**src/rtl/fetch_unit_pkg.sv**
```systemverilog
// Shared pipeline package for the fetch stage.
// Contents:
//   - default widths for the PC, the instruction word and the imem word address
//   - the halt encoding and the NOP value that IF/ID loads on bubbles
//   - the fetch FSM state encoding
package fetch_unit_pkg;

    localparam int NB_PC_DEF    = 32;
    localparam int NB_INSTR_DEF = 32;
    localparam int NB_ADDR_DEF  = 6;

    localparam logic [31:0] HALT_INSTR_DEF = 32'hFFFF_FFFF;
    localparam logic [31:0] NOP_INSTR      = 32'h0000_0000;

    typedef enum logic [1:0] {
        ST_IDLE   = 2'd0,
        ST_RUN    = 2'd1,
        ST_HALTED = 2'd2
    } fetch_state_t;

endpackage

```
**src/rtl/fetch_unit_if_id_reg.sv**
```systemverilog
// IF/ID pipeline register.
// Ports:
//   clk, rst    clock, asynchronous active-low reset
//   load        capture instr_d / pc4_d and mark the entry valid
//   flush       load a NOP bubble (valid 0); pc4 is left unchanged
//   instr_d     instruction fetched this cycle
//   pc4_d       PC+4 of the fetched instruction
//   instr_q     latched instruction
//   pc4_q       latched PC+4
//   valid_q     latched entry is a real instruction
// flush has priority over load; with neither asserted the register holds.
module if_id_reg
    import fetch_unit_pkg::*;
#(
    parameter int NB_PC    = NB_PC_DEF,
    parameter int NB_INSTR = NB_INSTR_DEF
) (
    input  logic                clk,
    input  logic                rst,
    input  logic                load,
    input  logic                flush,
    input  logic [NB_INSTR-1:0] instr_d,
    input  logic [NB_PC-1:0]    pc4_d,
    output logic [NB_INSTR-1:0] instr_q,
    output logic [NB_PC-1:0]    pc4_q,
    output logic                valid_q
);

    logic [NB_INSTR-1:0] instr_p1;
    logic [NB_PC-1:0]    pc4_p1;
    logic                vld_p1;

    // IF -> ID boundary
    always_ff @(posedge clk or negedge rst) begin
        if (!rst) begin
            instr_p1 <= '0;
            pc4_p1   <= '0;
            vld_p1   <= 1'b0;
        end else if (flush) begin
            instr_p1 <= NB_INSTR'(NOP_INSTR);
            vld_p1   <= 1'b0;
        end else if (load) begin
            instr_p1 <= instr_d;
            pc4_p1   <= pc4_d;
            vld_p1   <= 1'b1;
        end
    end

    assign instr_q = instr_p1;
    assign pc4_q   = pc4_p1;
    assign valid_q = vld_p1;

endmodule

```
**src/rtl/fetch_unit.sv**
```systemverilog
// Instruction fetch stage: PC register, run/step/halt FSM and the IF/ID register.
// Ports:
//   clk, rst         clock, asynchronous active-low reset
//   i_start          one-cycle pulse, leaves IDLE
//   i_step_mode      1 = advance only on cycles where i_step is high
//   i_step           advance request in step mode (level sampled)
//   i_stall          hazard stall from ID: hold PC and IF/ID
//   i_redirect       taken branch/jump, load i_redirect_pc
//   i_redirect_pc    redirect target (byte address)
//   o_imem_addr      imem word address, pc[NB_ADDR+1:2]
//   i_instruction    imem read data, combinational from o_imem_addr
//   o_pc             current PC
//   o_ifid_instr     IF/ID instruction
//   o_ifid_pc4       IF/ID PC+4
//   o_ifid_valid     IF/ID holds a real instruction
//   o_halted         fetch stopped on the halt encoding
module fetch_unit
    import fetch_unit_pkg::*;
#(
    parameter int                  NB_PC      = NB_PC_DEF,
    parameter int                  NB_INSTR   = NB_INSTR_DEF,
    parameter int                  NB_ADDR    = NB_ADDR_DEF,
    parameter logic [NB_INSTR-1:0] HALT_INSTR = NB_INSTR'(HALT_INSTR_DEF)
) (
    input  logic                clk,
    input  logic                rst,
    input  logic                i_start,
    input  logic                i_step_mode,
    input  logic                i_step,
    input  logic                i_stall,
    input  logic                i_redirect,
    input  logic [NB_PC-1:0]    i_redirect_pc,
    output logic [NB_ADDR-1:0]  o_imem_addr,
    input  logic [NB_INSTR-1:0] i_instruction,
    output logic [NB_PC-1:0]    o_pc,
    output logic [NB_INSTR-1:0] o_ifid_instr,
    output logic [NB_PC-1:0]    o_ifid_pc4,
    output logic                o_ifid_valid,
    output logic                o_halted
);

    fetch_state_t     state, state_nxt;
    logic [NB_PC-1:0] pc_p0, pc_nxt;
    logic [NB_PC-1:0] pc_plus4;
    logic             advance;
    logic             ifid_load;
    logic             ifid_flush;

    assign pc_plus4 = pc_p0 + NB_PC'(4);
    assign advance  = (state == ST_RUN) && (!i_step_mode || i_step);

    always_ff @(posedge clk or negedge rst) begin
        if (!rst) begin
            state <= ST_IDLE;
        end else begin
            state <= state_nxt;
        end
    end

    // PC stage (p0): the address presented to instruction memory
    always_ff @(posedge clk or negedge rst) begin
        if (!rst) begin
            pc_p0 <= '0;
        end else begin
            pc_p0 <= pc_nxt;
        end
    end

    // Non-advancing cycles bubble IF/ID so an instruction is never issued twice.
    // Within an advancing cycle: redirect > stall > sequential fetch. A halt
    // fetch loads IF/ID normally but freezes the PC on the halt word.
    always_comb begin
        state_nxt  = state;
        pc_nxt     = pc_p0;
        ifid_load  = 1'b0;
        ifid_flush = 1'b1;
        case (state)
            ST_IDLE: begin
                if (i_start) begin
                    state_nxt = ST_RUN;
                end
            end
            ST_RUN: begin
                if (advance) begin
                    if (i_redirect) begin
                        pc_nxt = i_redirect_pc;
                    end else if (i_stall) begin
                        ifid_flush = 1'b0;
                    end else begin
                        ifid_flush = 1'b0;
                        ifid_load  = 1'b1;
                        if (i_instruction == HALT_INSTR) begin
                            state_nxt = ST_HALTED;
                        end else begin
                            pc_nxt = pc_plus4;
                        end
                    end
                end
            end
            ST_HALTED: begin
                state_nxt = ST_HALTED;
            end
            default: begin
                state_nxt = ST_IDLE;
            end
        endcase
    end

    if_id_reg #(
        .NB_PC    (NB_PC),
        .NB_INSTR (NB_INSTR)
    ) u_if_id_reg (
        .clk     (clk),
        .rst     (rst),
        .load    (ifid_load),
        .flush   (ifid_flush),
        .instr_d (i_instruction),
        .pc4_d   (pc_plus4),
        .instr_q (o_ifid_instr),
        .pc4_q   (o_ifid_pc4),
        .valid_q (o_ifid_valid)
    );

    // Low two PC bits are byte offsets; the word address wraps with the slice.
    assign o_imem_addr = pc_p0[NB_ADDR+1:2];
    assign o_pc        = pc_p0;
    assign o_halted    = (state == ST_HALTED);

endmodule

```
**config.mk**
```make
export PLATFORM = sky130hd
export DESIGN_NAME = fetch_unit
export DESIGN_NICKNAME = d
export VERILOG_FILES = /design/src/rtl/fetch_unit_pkg.sv /design/src/rtl/fetch_unit_if_id_reg.sv /design/src/rtl/fetch_unit.sv
export SDC_FILE = /design/constraint.sdc
export NUM_CORES = 1
export LEC_CHECK = 0
export ABC_CLOCK_PERIOD_IN_PS = 2290
export CAP_MARGIN = 10
export CELL_PAD_IN_SITES_DETAIL_PLACEMENT = 2
export CELL_PAD_IN_SITES_GLOBAL_PLACEMENT = 2
export CORE_MARGIN = 2
export CORE_UTILIZATION = 29
export CTS_CLUSTER_DIAMETER = 40
export CTS_CLUSTER_SIZE = 28
export DETAILED_ROUTE_END_ITERATION = 6
export PLACE_DENSITY = 0.85
export SLEW_MARGIN = 20
export SYNTH_ARGS = -nofsm -noshare
export SYNTH_HDL_FRONTEND = slang
export SYNTH_HIERARCHICAL = 1
export SYNTH_SLANG_ARGS = --single-unit
```
**constraint.sdc**
```tcl
create_clock -name clk -period 2.29 [get_ports clk]
set_input_delay 0.458 -clock clk [delete_from_list [all_inputs] [get_ports clk]]
set_output_delay 0.458 -clock clk [all_outputs]
set_load 0.05 [all_outputs]
```
======== After elaboration in Yosys (flattened, before gate mapping) ========
Cells that the tools add are included.
W data, S select, Z words.
operators by class
  add/subtract/negate cells ............... 1
  equality and inequality tests ........... 10
  mux-type cells .......................... 20
  bitwise logic cells ..................... 1
  reductions and logical operators ........ 8
operator list
  kind                     count
  $mux W32                 5
  $add A32 B3 Y32 const B  1
  $eq A32 B32 Y1 const B   1
  $mux W2                  5
  $ne A2 B2 Y1 const B     5
  $mux W1                  9
  $pmux W2 S3              1
  $reduce_and A5 Y1        1
  $ne A2 B1 Y1 const B     2
  $reduce_and A4 Y1        1
  $eq A2 B1 Y1 const B     1
  $eq A2 B2 Y1 const B     1
  $logic_not A2 Y1         1
  $reduce_and A2 Y1        1
  $reduce_bool A2 Y1       1
  $logic_and A1 B1 Y1      1
  $logic_not A1 Y1         1
  $logic_or A1 B1 Y1       1
  $not A1 Y1               1
word-level totals
  bits in registers ....................... 99
  output and inout port bits .............. 104
  word-level logic and storage cells ...... 45

======== Longest topological paths before layout ========
  depth in word-level cells ............... 7
  depth in mapped cells ................... 11
  mapped depth without buffers ............ 8

======== Hierarchy ========
Netlist, hierarchy kept.
by module, submodules not included
  module      instances  cells each  area an instance (µm²)  sequential area each (µm²)
  fetch_unit  1          320         2738.9                  850.8
  if_id_reg   1          176         2648.8                  1626.6

======== Worst setup path before layout ========
OpenSTA, ideal clock, no wires.
  path type ............................... register to register
  from .................................... register pc_p0[2] (netlist: o_pc[2])
  to ...................................... register u_if_id_reg.pc4_p1[24] (netlist: u_if_id_reg/pc4_q[24])
  arrival time ............................ 2.256 ns
  data required time ...................... 2.165 ns
  setup slack ............................. -0.091 ns
  stages on the path, launching flop included .. 8
  buffers on the path ..................... 1
  clock period less this slack ............ 2.381 ns
  cells stage by stage .................... dfrtp_1 ha_1 and4_2 nand4_1 buf_2 nor3_1 xor2_1 mux2_4
between the ends
  cells in the longest elaborated chain, start to end .. 1
RTL lines
  item                      line                        text
  start: declaration        fetch_unit.sv:43            logic [NB_PC-1:0] pc_p0, pc_nxt;
  start signal: assignment  fetch_unit.sv:65            pc_p0 <= pc_nxt;
  $add A32 B3 Y32           fetch_unit.sv:49            assign pc_plus4 = pc_p0 + NB_PC'(4);
  net pc_plus4[24]          fetch_unit.sv:44            logic [NB_PC-1:0] pc_plus4;
  end signal: assignment    fetch_unit_if_id_reg.sv:44  pc4_p1 <= pc4_d;
  end: declaration          fetch_unit_if_id_reg.sv:30  logic [NB_PC-1:0] pc4_p1;
The timed path passes the listed nets, and every way through them passes these cells.
A chain may end at the register's enable or synchronous reset.

======== Final worst setup path ========
  from .................................... input i_instruction[16]
  to ...................................... register pc_p0[19] (netlist: o_pc[19])
between the ends
  cells in the longest elaborated chain, start to end .. 3
RTL lines
  item                                line              text
  start: declaration                  fetch_unit.sv:34  input logic [NB_INSTR-1:0] i_instruction,
  $eq A32 B32 Y1                      fetch_unit.sv:92  if (i_instruction == HALT_INSTR) begin
  $ne A2 B2 Y1 (no source line)       -
  $reduce_and A4 Y1 (no source line)  -
No other way between the ends.

==> out/metrics.cfg <==
[sta]
min_period_ns=2.540
setup_slack_ns=-0.2500
maxSlewViolCount=0
fmax_mhz=393.7
setup_tns_ns=-0.3184
setup_viol=2
hold_viol=0
rsz0062_at_grt=true
finClkSkew_ns=0.004896
relSlewSlack_pct=53.31
fin_crit_sh_pct=110.9
worstMarginPinSlew_ns=0.6940

[place]
port_buffers=174
gp_congestion=0.8315
dp_hpwl_um=16460
place_area_mm2=0.007796

[yosys]
synth_top_flop_cell=dfrtp_1
synth_edf_count=0
synthTopCellsByCount=99 x dfrtp_1, 55 x nor2_1, 35 x nand2_1, 32 x mux2i_1, 30 x mux2_4
yosys.cell_types.count=55
syn_nets=571
synthTopCellsByArea=dfrtp_1 46%, mux2_4 8.4%, mux2i_1 5.9%
yosysMostFrequentCell=dfrtp_1
synth_top_area_share_pct=45.98
syn-cell-area_mm2=0.005388
avgSynthCellArea_um2=10.86
synth_area_leader_cell=dfrtp_1
synth_warnings=6
yosysSeqAreaShare_pct=45.98
syn_inst=496
ys_async_sr_fraction_pct=100.0
synth.ff_latch_count=99

[cells_and_area]
finalInstanceArea_mm2=0.008287
n_fill_cell=1835
nets=786
area_delta_synth_final_pct=53.81
drive_above_1_share_pct=21.85

[clock_tree]
cts_root_buffer=clkbuf_16
path_clk_slew_ns=0.07
cts.sinks=99
worst_skew_pair.late_latency_ns=0.35
htree_levels=3
cts_tree=yes
numCtsBuffers=9
ctsLongestPathBuffers=2

[die]
die_w_um=140.3
die_h_um=140.3
row_count=49
core_mm2=0.01809
io_pins=175
initial_utilization_pct=29.79
die_area_mm2=0.01968

[global_route]
grt_pass1_vias=5909
overflow=0
antenna_found_initial=4
grt_pass1_wl_um=34900
grt_max_degree=48
grt_use_total_pct=23.13

[setup_path]
start_kind=primary input
cp.required_ns=2.49
path_class=primary input to flop
timing.reg2reg.setup_slack_ns=-0.07
cp-end-kind=flop
cp.arrival_ns=2.74
crit_fanout=12

[drt]
drt_wl_total_um=24270
vias_per_cell=5.439
ant_nets=0
firstDrtPassIters=4
via_count=5151
drc=0
drt-wirelength-per-cell_um=25.63
drt_iter0_markers=248

[run]
drv_cap=0

[run_status]
status=finished, violations left
violations=negative setup slack

[hold_path]
hold_class=primary input to async pin

[power]
power_density_mw_per_mm2=1014
ir_drop_uv=464.1
p_leak_uw=0.003369

repair_timing:
action / 4_1_cts / 5_1_grt
buffers inserted: 1 / 3
setup endpoints to repair: 29 / 47
pin swaps: 1 / 2
gates resized for setup: 6 / 18
hold buffers: 0 / 0
cloned: 0 / 1
path summary, 6_finish.rpt:
| path | startpoint | to | depth (start not counted) |
|---|---|---|---|
| max | i_instruction[16] | o_pc[19] | 9 |
| max reg2reg | o_pc[24] | u_if_id_reg/pc4_q[27] | 5 |
| min in group clk | u_if_id_reg/pc4_q[14] | u_if_id_reg/pc4_q[14] | 1 |
| max in group asynchronous | rst | u_if_id_reg/pc4_q[10] | 2 |
| min | rst | u_if_id_reg/instr_q[18] | 1 |
| min reg2reg | u_if_id_reg/pc4_q[14] | u_if_id_reg/pc4_q[14] | 1 |
registers in the layout, indices dropped and copies added (netlist names):
signal and count:
o_pc 32, state 2, u_if_id_reg/pc4_q 32, u_if_id_reg/instr_q 32, u_if_id_reg/valid_q 1
layout make-up:
type                            instances  area (um^2)  share of cell area, %
Multi-Input combinational cell        348         2750                  33.19
Clock buffer                           12        266.5                  3.216
Tap cell                              229        286.5                  3.458
Clock inverter                          2        35.03                 0.4228
Sequential cell                        99         2480                  29.93
Timing Repair Buffer                  244         2425                  29.26
Antenna cell                            4        10.01                 0.1208
Inverter                                9        33.78                 0.4077
per-stage QoR:
| stage | std cells | total power, uW | hold slack (ns) | utilization, % | worst slack (ns) |
|---|---|---|---|---|---|
| floorplan | 496 | 5045 | 0.1624 | - | 0.01013 |
| global placement | 924 | 6449 | 0.4088 | 43.11 | -0.3582 |
| detailed placement | 924 | 6668 | 0.4350 | 43.11 | -0.5676 |
| CTS | 939 | 8340 | 0.05569 | 44.99 | 0.01167 |
| global route | 947 | 8777 | 0.05800 | 45.82 | -0.3569 |
| finish | 947 | 8403 | 0.04337 | 45.82 | -0.2500 |
placed cells by master (no fill, tap or decap), drive strengths merged, types with 14 or more instances in the layout:
cell type	count
xnor2	14
nand2	36
nand4	22
nor2	55
dfrtp	99
xor2	14
buf	71
mux2i	32
a311oi	14
clkdlybuf4s50	169
mux2	33
worst max-delay path, stage by stage:
cell and delay (ns):
clkdlybuf4s50_1 0.50, nand4_1 0.15, buf_4 0.18, nor4_1 0.33
buf_4 0.20, a21oi_4 0.11, buf_12 0.18, a311oi_1 0.50
a311oi_1 0.13
cell families (layout without fill, tap and decap cells):
group                      Yosys count  after routing  synth area share, %
AOI/OAI and AO/OA                   75             75                10.82
DFF                                 99             99                45.98
buffers and inverters               49            267                5.109
xor gates and xnor gates            28             28                4.552
adders and majority gates            4              4               0.9290
other                                0              4                    0
muxes                               65             65                14.93
and+or+nand+nor                    176            176                17.67
power by group:
group	total [uW]	internal, uW	switching, uW
combinational	4230	1580	2650
sequential	2550	2090	463
clock	1620	925	694
routing by layer:
metal | part of all wire [%] | global-route usage [%] | routed length (um) | vias up
met5 | 0 | 0 | 0 | -
met4 | 4.4 | 10.85 | 1060 | 0
met3 | 4.3 | 3.829 | 1048 | 62
met2 | 53 | 42.00 | 12810 | 179
met1 | 39 | 26.51 | 9352 | 2664
li1 | - | - | - | 2246
(Power assumes the default switching activity.)
